===== src/rtl/cpu_ctrl_pkg.sv =====
// Shared definitions for the hardwired control unit: state encoding, opcodes, IR field positions.
package cpu_ctrl_pkg;

  localparam int unsigned OPC_W  = 5;
  localparam int unsigned WORD_W = 32;

  // IR field bit positions
  localparam int unsigned OpcMsb = 31;
  localparam int unsigned OpcLsb = 27;
  localparam int unsigned RaMsb  = 26;
  localparam int unsigned RaLsb  = 23;
  localparam int unsigned RbMsb  = 22;
  localparam int unsigned RbLsb  = 19;
  localparam int unsigned RcMsb  = 18;
  localparam int unsigned RcLsb  = 15;

  typedef enum logic [2:0] {
    StIdle = 3'd0,
    StT0   = 3'd1,
    StT1   = 3'd2,
    StT2   = 3'd3,
    StT3   = 3'd4,
    StT4   = 3'd5,
    StT5   = 3'd6,
    StHalt = 3'd7
  } state_e;

  localparam logic [OPC_W-1:0] OpcAdd  = 5'b00011;
  localparam logic [OPC_W-1:0] OpcSub  = 5'b00100;
  localparam logic [OPC_W-1:0] OpcAnd  = 5'b00101;
  localparam logic [OPC_W-1:0] OpcOr   = 5'b00110;
  localparam logic [OPC_W-1:0] OpcShr  = 5'b00111;
  localparam logic [OPC_W-1:0] OpcShl  = 5'b01000;
  localparam logic [OPC_W-1:0] OpcNop  = 5'b11010;
  localparam logic [OPC_W-1:0] OpcHalt = 5'b11011;

  function automatic logic [OPC_W-1:0] get_opc(input logic [WORD_W-1:0] word);
    return word[OpcMsb:OpcLsb];
  endfunction

endpackage


===== src/rtl/ctrl_decode.sv =====
// Combinational opcode classifier; exactly one of the four outputs is high for any opcode.
module ctrl_decode
  import cpu_ctrl_pkg::*;
(
  input  logic [OPC_W-1:0] opc,
  output logic             is_rtype,
  output logic             is_nop,
  output logic             is_halt,
  output logic             is_illegal
);

  always_comb begin
    is_rtype = 1'b0;
    is_nop   = 1'b0;
    is_halt  = 1'b0;
    unique case (opc)
      OpcAdd, OpcSub, OpcAnd, OpcOr, OpcShr, OpcShl: is_rtype = 1'b1;
      OpcNop:  is_nop  = 1'b1;
      OpcHalt: is_halt = 1'b1;
      default: ;
    endcase
  end

  assign is_illegal = ~(is_rtype | is_nop | is_halt);

endmodule


===== src/rtl/control_sequencer.sv =====
// Hardwired control FSM: fetch (T0-T2) with memory-ready wait, then R-format execute (T3-T5).
module control_sequencer #(
  parameter int unsigned OPC_W  = 5,
  parameter int unsigned WORD_W = 32
) (
  input  logic              clock,
  input  logic              reset,
  input  logic [WORD_W-1:0] ir,
  input  logic              mem_ready,
  input  logic              stop,
  output logic              PCout,
  output logic              Zlowout,
  output logic              MDRout,
  output logic              MARin,
  output logic              Zin,
  output logic              PCin,
  output logic              MDRin,
  output logic              IRin,
  output logic              Yin,
  output logic              IncPC,
  output logic              Read,
  output logic              Gra,
  output logic              Grb,
  output logic              Grc,
  output logic              Rin,
  output logic              Rout,
  output logic [OPC_W-1:0]  alu_op,
  output logic              instr_done,
  output logic              run,
  output logic              illegal_op
);

  import cpu_ctrl_pkg::*;

  state_e            state_q, state_d;
  logic              illegal_q, illegal_d;
  logic [OPC_W-1:0]  opc;
  logic              is_rtype, is_nop, is_halt, is_illegal;
  logic              unused_ir;

  assign opc       = ir[OpcMsb:OpcLsb];
  // Register fields are consumed by the datapath's select-and-encode, not here.
  assign unused_ir = ^ir[OpcLsb-1:0];

  ctrl_decode u_decode (
    .opc        (opc),
    .is_rtype   (is_rtype),
    .is_nop     (is_nop),
    .is_halt    (is_halt),
    .is_illegal (is_illegal)
  );

  always_ff @(posedge clock or posedge reset) begin
    if (reset) begin
      state_q   <= StIdle;
      illegal_q <= 1'b0;
    end else begin
      state_q   <= state_d;
      illegal_q <= illegal_d;
    end
  end

  always_comb begin
    state_d   = state_q;
    illegal_d = illegal_q;
    unique case (state_q)
      StIdle: if (!stop) state_d = StT0;
      StT0:   state_d = StT1;
      StT1:   if (mem_ready) state_d = StT2;
      StT2:   state_d = StT3;
      StT3: begin
        if (is_rtype) begin
          state_d = StT4;
        end else if (is_halt) begin
          state_d = StHalt;
        end else if (is_nop || is_illegal) begin
          state_d   = stop ? StIdle : StT0;
          illegal_d = illegal_q | is_illegal;
        end
      end
      StT4:   state_d = StT5;
      StT5:   state_d = stop ? StIdle : StT0;
      StHalt: state_d = StHalt;
      default: state_d = StIdle;
    endcase
  end

  always_comb begin
    PCout      = 1'b0;
    Zlowout    = 1'b0;
    MDRout     = 1'b0;
    MARin      = 1'b0;
    Zin        = 1'b0;
    PCin       = 1'b0;
    MDRin      = 1'b0;
    IRin       = 1'b0;
    Yin        = 1'b0;
    IncPC      = 1'b0;
    Read       = 1'b0;
    Gra        = 1'b0;
    Grb        = 1'b0;
    Grc        = 1'b0;
    Rin        = 1'b0;
    Rout       = 1'b0;
    alu_op     = '0;
    instr_done = 1'b0;
    run        = 1'b0;
    unique case (state_q)
      StT0: begin
        run   = 1'b1;
        PCout = 1'b1;
        MARin = 1'b1;
        IncPC = 1'b1;
        Zin   = 1'b1;
      end
      StT1: begin
        run     = 1'b1;
        Zlowout = 1'b1;
        PCin    = 1'b1;
        Read    = 1'b1;
        MDRin   = 1'b1;
      end
      StT2: begin
        run    = 1'b1;
        MDRout = 1'b1;
        IRin   = 1'b1;
      end
      StT3: begin
        run = 1'b1;
        if (is_rtype) begin
          Grb  = 1'b1;
          Rout = 1'b1;
          Yin  = 1'b1;
        end
      end
      StT4: begin
        run    = 1'b1;
        Grc    = 1'b1;
        Rout   = 1'b1;
        Zin    = 1'b1;
        alu_op = opc;
      end
      StT5: begin
        run        = 1'b1;
        Zlowout    = 1'b1;
        Gra        = 1'b1;
        Rin        = 1'b1;
        instr_done = 1'b1;
      end
      StIdle, StHalt: ;
      default: ;
    endcase
  end

  assign illegal_op = illegal_q;

endmodule


===== config.mk =====
export PLATFORM = sky130hd
export DESIGN_NAME = control_sequencer
export DESIGN_NICKNAME = d
export VERILOG_FILES = /design/src/rtl/cpu_ctrl_pkg.sv /design/src/rtl/ctrl_decode.sv /design/src/rtl/control_sequencer.sv
export SDC_FILE = /design/constraint.sdc
export NUM_CORES = 1
export LEC_CHECK = 0
export BUFFER_PORTS_ARGS = -buffer_cell sky130_fd_sc_hd__buf_4
export CORE_UTILIZATION = 29
export CTS_CLUSTER_SIZE = 14
export DETAILED_ROUTE_END_ITERATION = 6
export PLACE_DENSITY = 0.76
export SYNTH_ARGS = -nofsm -noshare
export SYNTH_HDL_FRONTEND = slang
export SYNTH_SLANG_ARGS = --single-unit

===== constraint.sdc =====
create_clock -name clock -period 1.5 [get_ports clock]
set_clock_uncertainty 0.05 [all_clocks]
set_input_delay 0.075 -clock clock [delete_from_list [all_inputs] [get_ports clock]]
set_output_delay 0.075 -clock clock [all_outputs]
set_load 0.1 [all_outputs]

==> summary.md, run 1 <==
| Metric | Value |
|---|---|
| Max-Cap Viols | 0 |
| Antenna Cells | 0 |
| Reg2reg start | state_q[0] |
| Die ar. | 0.00167 mm^2 |
| Final min period | about 1.5 ns |
| Register area | approximately 100 um^2 |
| CP startpoint | state_q[0] |
| Syn Area/Cell | approximately 7 um^2 |
| Root buffer cell | clkbuf_4 |
| Vias/cell | between 5 and 6 |
| Post-Syn Nets | 98 |
| I/O Buffers | 32 |
| Gr busiest metal | met2 |
| GR Layer Usage met2 | around 43% |
| Final worst slack | -0.0120 ns |
| Total GRT Usage | between 20 and 25% |
| RSZ-0062 raised after global routing | true |
| Fillers | between 70 and 80 |
| Post-route ant nets | 0 |
| Worst Tran Pin Value | about 0.28 ns |
| Remaining global-route overflow | 0 |
| Worst-case register-to-register setup slack | 0.16 ns |
| Largest cells by area after synthesis | dfrtp_1 (23%), buf_4 (14%), nor2_1 (6.0%) |
| Dominant synthesized flop cell | dfrtp_1 |
| Yosys top cell area share | a little under a quarter |
| Area grow syn2layout | 148% |
| Worst slew margin | roughly four fifths |
| CP Launch Type | flip-flop |
| Mux cell area share after synthesis | 0% |
| Largest net degree at the start of global routing | 9 |
| Final setup viols | 4 |
| Antenna violations before repair | 0 |
| DR vias | between 500 and 600 |
| Die Y | just over 40 um |
| CTS tree | yes |
| Clock sinks | 4 |
| Failing checks | setup timing |
| CP max stage delay | 0.44 ns |
| Grt met3 use | ~2.2% |
| Period utilization | 101% |
| Placed Cells | 109 |
| Post-Synth Adder-Cell Area | 0% |
| Hold Violations, Final | 0 |
| Final cell count without fillers | around 120 |
| End point of the critical path | Read |
| First-pass GRT wire length | 2440 um |
| Vias in the first global route | approximately 570 |
| Synth Register Bits | 4 |
| WL/cell | 12.9 um |
| Hold Crit Class | in -> reg |
| First-pass DRT Iterations | 4 |
| Layout cells sized above 1 | 76.5% |
| Largest family of logic cells by synthesized area | simple AND/OR/NAND/NOR gates |
| GR Util met1 | 21.7% |
| Clk buf depth | 2 |
| Placeable Area | about 0.0014 mm^2 |
| Post-Syn Area | between 400 and 500 um^2 |
| Inserted Clock Buffers | 3 |
| Dpl hpwl | about 1000 um |
| Routability cong. | 0.804 |
| Die W | ~41 um |
| CP max stage cell | dfrtp_2 |
| Warnings, synthesis | 0 |
| Worst-path fanout max | 5 |
| Final slew viol count | 0 |
| Endpoint of the worst register-to-register path | state_q[0] |
| Clock slew at reported path FFs | about 0.030 ns |
| Worst r2r path cells | 6 |
| Simple-gate portion of the synthesized area | between 30% and 40% |
| Syn Inst Count | 62 |
| FMAX | roughly 660 MHz |
| Ys async rst share | 100% |
| Status | complete, but fails checks |
| Final WL | between 1500 and 2000 um |
| Multi-input combinational cell area | ~370 um^2 |
| Final #Nets | 140 |
| Num rows | 13 |
| Area fraction in compound gates after synthesis | about 22% |
| WS Path Type | reg -> out |
| Post-synth EDFFs | 0 |
| H-tree Lvls | 1 |
| Top-count cell post-synth | buf_4 |
| CP Data Required Time | around 1.4 ns |
| Clock latency on the worst-skew pair | between 0.2 and 0.25 ns |
| Post-Synth XOR/XNOR Area | 0% |
| Io pins | 60 |
| Arr. time, crit path | between 1 and 1.5 ns |
| DRC | 0 |
| CP Cell Sequence | buf_6, nand2b_4, nor2_4, buf_12 |
| Sequential fraction of the synthesis area | 22.9% |
| Most instantiated cells after synthesis | buf_4 (8), nor2_1 (7), inv_1 (6), nand2_1 (6) |
| DR iter-0 viols | 5 |
| Initial core utilization | between 30 and 40% |
| Cell depth of the worst hold path | 4 |
| Synth area leader | dfrtp_1 |
| Distinct cells, synth | 23 |
| Critical Path End Type | primary output |
## placed cells by master, fill, tap and decap left out, types with 2 or more instances in the layout
cell and count:
buf_4 27, buf_12 13, nor2_4 6, buf_6 5, and3_4 4, o21ai_0 3
a21oi_1 3, inv_1 3, nand2_1 3, clkbuf_4 3, clkinvlp_4 2, nand3b_1 2
nand2_2 2, nor3_4 2, dfrtp_1 2, dfrtp_2 2
## final cells by class
type / instances / area share, %
sequential: 4 / 9.46
tap: 15 / 1.73
inverter: 6 / 2.77
multi-input combinational: 42 / 33.8
clock buffer: 3 / 2.08
timing repair buffer: 47 / 50.2
## flip-flops by register name, summed over array words and instances, names as in the netlist
register and flops:
illegal_op 1, state_q 3
## metrics by stage
step | instance area (um^2) | setup slack [ns] | hold slack [ns] | util, % | TNS, ns
global route | 1080 | -0.0548 | 0.221 | 80.4 | -0.366
global placement | 806 | -0.0705 | -0.0861 | 59.7 | -0.140
CTS | 1020 | -0.0138 | 0.206 | 75.9 | -0.0462
floorplan | 646 | -0.567 | -0.209 | - | -3.01
finish | 1080 | -0.0120 | 0.208 | 80.4 | -0.0418
detailed placement | 806 | -0.0734 | -0.0782 | 59.7 | -0.147
## layer usage
layer / vias up / part of all wire [%]
met3: 2 / 5.0
met5: - / 0
met4: 0 / 1.3
li1: 288 / -
met2: 24 / 59
met1: 274 / 35
## worst min-delay path by stage
stage,from,endpoint,slack (ns)
6_report,stop,state_q[0],0.21
5_1_grt,stop,state_q[0],0.22
4_1_cts,stop,state_q[0],0.21
3_5_place_dp,reset,state_q[2],-0.08
3_3_place_gp,reset,illegal_op,-0.09
2_1_floorplan,reset,illegal_op,-0.21
## worst max-delay path, delay by kind of cell, from the launching register on
family        cells  cell delay [ns]
flops             1             0.44
simple gates      2             0.36
buf+inv           2             0.35
## what timing repair did
| item | CTS | global route |
|---|---|---|
| pin swaps | 3 | 3 |
| buffers inserted | 3 | 1 |
| cloned | 0 | 0 |
| endpoints found under the setup margin | 15 | 15 |
| hold buffers | 1 | 0 |
| gates resized for setup | 44 | 12 |
| hold endpoints to repair | 4 | 0 |
## kinds of logic after synthesis
logic type,count (synthesis)
AND/OR/NAND/NOR,28
buffers and inverters,16
AO/OA/AOI/OAI,14
flip-flops,4
Power of run 1 is left out: the tool's default activity adds up to more than one toggle a clock period on the data nets, which glitch-free logic cannot reach.
==> run 2, diff against run 1 <==
--- a/config.mk
+++ b/config.mk
@@ -10,6 +10,7 @@
 export CTS_CLUSTER_SIZE = 14
 export DETAILED_ROUTE_END_ITERATION = 6
 export PLACE_DENSITY = 0.76
+export REMOVE_ABC_BUFFERS = 1
 export SYNTH_ARGS = -nofsm -noshare
 export SYNTH_HDL_FRONTEND = slang
 export SYNTH_SLANG_ARGS = --single-unit
==> constraint.sdc (replaced) <==
create_clock -name clock -period 1.7 [get_ports clock]
set_clock_uncertainty 0.05 [all_clocks]
set_input_delay 0.34 -clock clock [delete_from_list [all_inputs] [get_ports clock]]
set_output_delay 0.34 -clock clock [all_outputs]
set_load 0.1 [all_outputs]
==> summary.md, run 2 (synthesized netlist as in run 1, its figures left out) <==
| Metric | Value |
|---|---|
| Largest net degree at the start of global routing | 8 |
| Placed Area | ~700 um^2 |
| Root buffer cell | clkbuf_4 |
| Clk buf depth | 2 |
| Hold Crit Class | reg -> reg |
| Initial core utilization | 32.4% |
| Failing checks | setup timing |
| Final min period | ~2.0 ns |
| WL/cell | roughly 19 um |
| Die Y | slightly above 40 um |
| DRC | 0 |
| Commonest non-fill, non-tap cell in the layout | buf_4 |
| WS Path Type | in -> out |
| Layout cells sized above 1 | about two thirds |
| Vias in the first global route | 560 |
| Worst Tran Pin Value | 0.693 ns |
| Smallest hold slack | ~0.42 ns |
| Hold Violations, Final | 0 |
| Post-route cell area | 0.00102 mm^2 |
| RSZ-0062 raised after global routing | true |
| DR iter-0 viols | 35 |
| Total GRT Usage | between 20% and 30% |
| Clock sinks | 4 |
| Arr. time, crit path | about 1.6 ns |
| Final slew viol count | 0 |
| CP Data Required Time | 1.31 ns |
| Final worst slack | -0.282 ns |
| Num rows | 13 |
| First-pass GRT wire length | 2450 um |
| Most frequent cells in the layout | buf_4 (23), buf_6 (11), buf_12 (8) |
| Status | complete, but fails checks |
| Final WL | roughly 2200 um |
| Inserted Clock Buffers | 3 |
| Fillers | 72 |
| FMAX | ~500 MHz |
| DR vias | roughly 680 |
| Antenna violations before repair | 0 |
| Dpl hpwl | between 900 and 1000 um |
| H-tree Lvls | 1 |
| Io pins | 60 |
| Reg with most FFs | state_q |
| CTS tree | yes |
| Worst-path fanout max | 2 |
| Clock slew at reported path FFs | approximately 0.04 ns |
| Area grow syn2layout | 132% |
| Clock latency on the worst-skew pair | around 0.23 ns |
| Routability cong. | roughly 0.76 |
| CP Launch Type | input pin |
| Post-route ant nets | 0 |
| Placeable Area | 0.00135 mm^2 |
| First-pass DRT Iterations | 4 |
| Vias/cell | about 5.8 |
| Critical Path End Type | primary output |
| Die W | 40.9 um |
| Largest register FFs | 3 |
| Period utilization | 117% |
| I/O Buffers | 32 |
| Remaining global-route overflow | 0 |
| Worst slew margin | 53.5% |
| Final #Nets | 140 |
| Final setup viols | 9 |
| Die ar. | ~0.0017 mm^2 |
| Max-Cap Viols | 0 |
| Antenna Cells | 0 |
run 2: layout make-up:
| type | instances | area [um^2] | share of cell area [%] |
|---|---|---|---|
| Clock buffer | 3 | 22.5 | 2.21 |
| Tap cell | 15 | 18.8 | 1.85 |
| Sequential cell | 4 | 103 | 10.1 |
| Inverter | 6 | 25.0 | 2.46 |
| Timing Repair Buffer | 47 | 527 | 51.8 |
| Multi-Input combinational cell | 42 | 322 | 31.6 |
run 2: repair_timing:
| item | 4_1_cts | 5_1_grt |
|---|---|---|
| endpoints found under the setup margin | 21 | 20 |
| hold endpoints to repair | 4 | 0 |
| gates resized for setup | 52 | 14 |
| setup buffers | 4 | 2 |
| gates cloned | 0 | 0 |
| pin swaps | 4 | 5 |
| hold buffers | 1 | 0 |
run 2: metrics by stage:
step | worst slack (ns) | cells | util, % | TNS [ns]
after global placement | -0.375 | 107 | 51.1 | -1.03
after floorplan | -3.74 | 52 | - | -47.56
after global routing | -0.305 | 117 | 75.3 | -1.60
final | -0.282 | 117 | 75.3 | -1.07
after CTS | -0.329 | 115 | 69.9 | -0.901
after detailed placement | -0.421 | 107 | 51.1 | -1.13
run 2: critical path: stages:
cell and delay [ns]:
buf_6 0.09, or4b_4 0.54, o21ai_2 0.08, nand2_1 0.10
nor3_4 0.17, buf_6 0.26
run 2: final timing paths:
path	from	end	slack, ns	depth (start not counted)
min in group asynchronous	reset	illegal_op	0.50	3
setup reg to reg	state_q[0]	illegal_op	0.16	3
hold / removal	illegal_op	illegal_op	0.42	1
setup / recovery	ir[29]	Grb	-0.28	6
hold reg to reg	illegal_op	illegal_op	0.42	1
max in group asynchronous	reset	state_q[2]	0.94	3
run 2: routing by layer:
layer  part of all wire (%)  vias to the layer above  GRT usage, %
li1                       -                      288             -
met1                     37                      308          27.8
met2                     49                       69          35.9
met3                     11                       13          3.80
met4                    3.1                        0          9.17
met5                      0                        -             0
Power of run 2 is left out for the same reason.
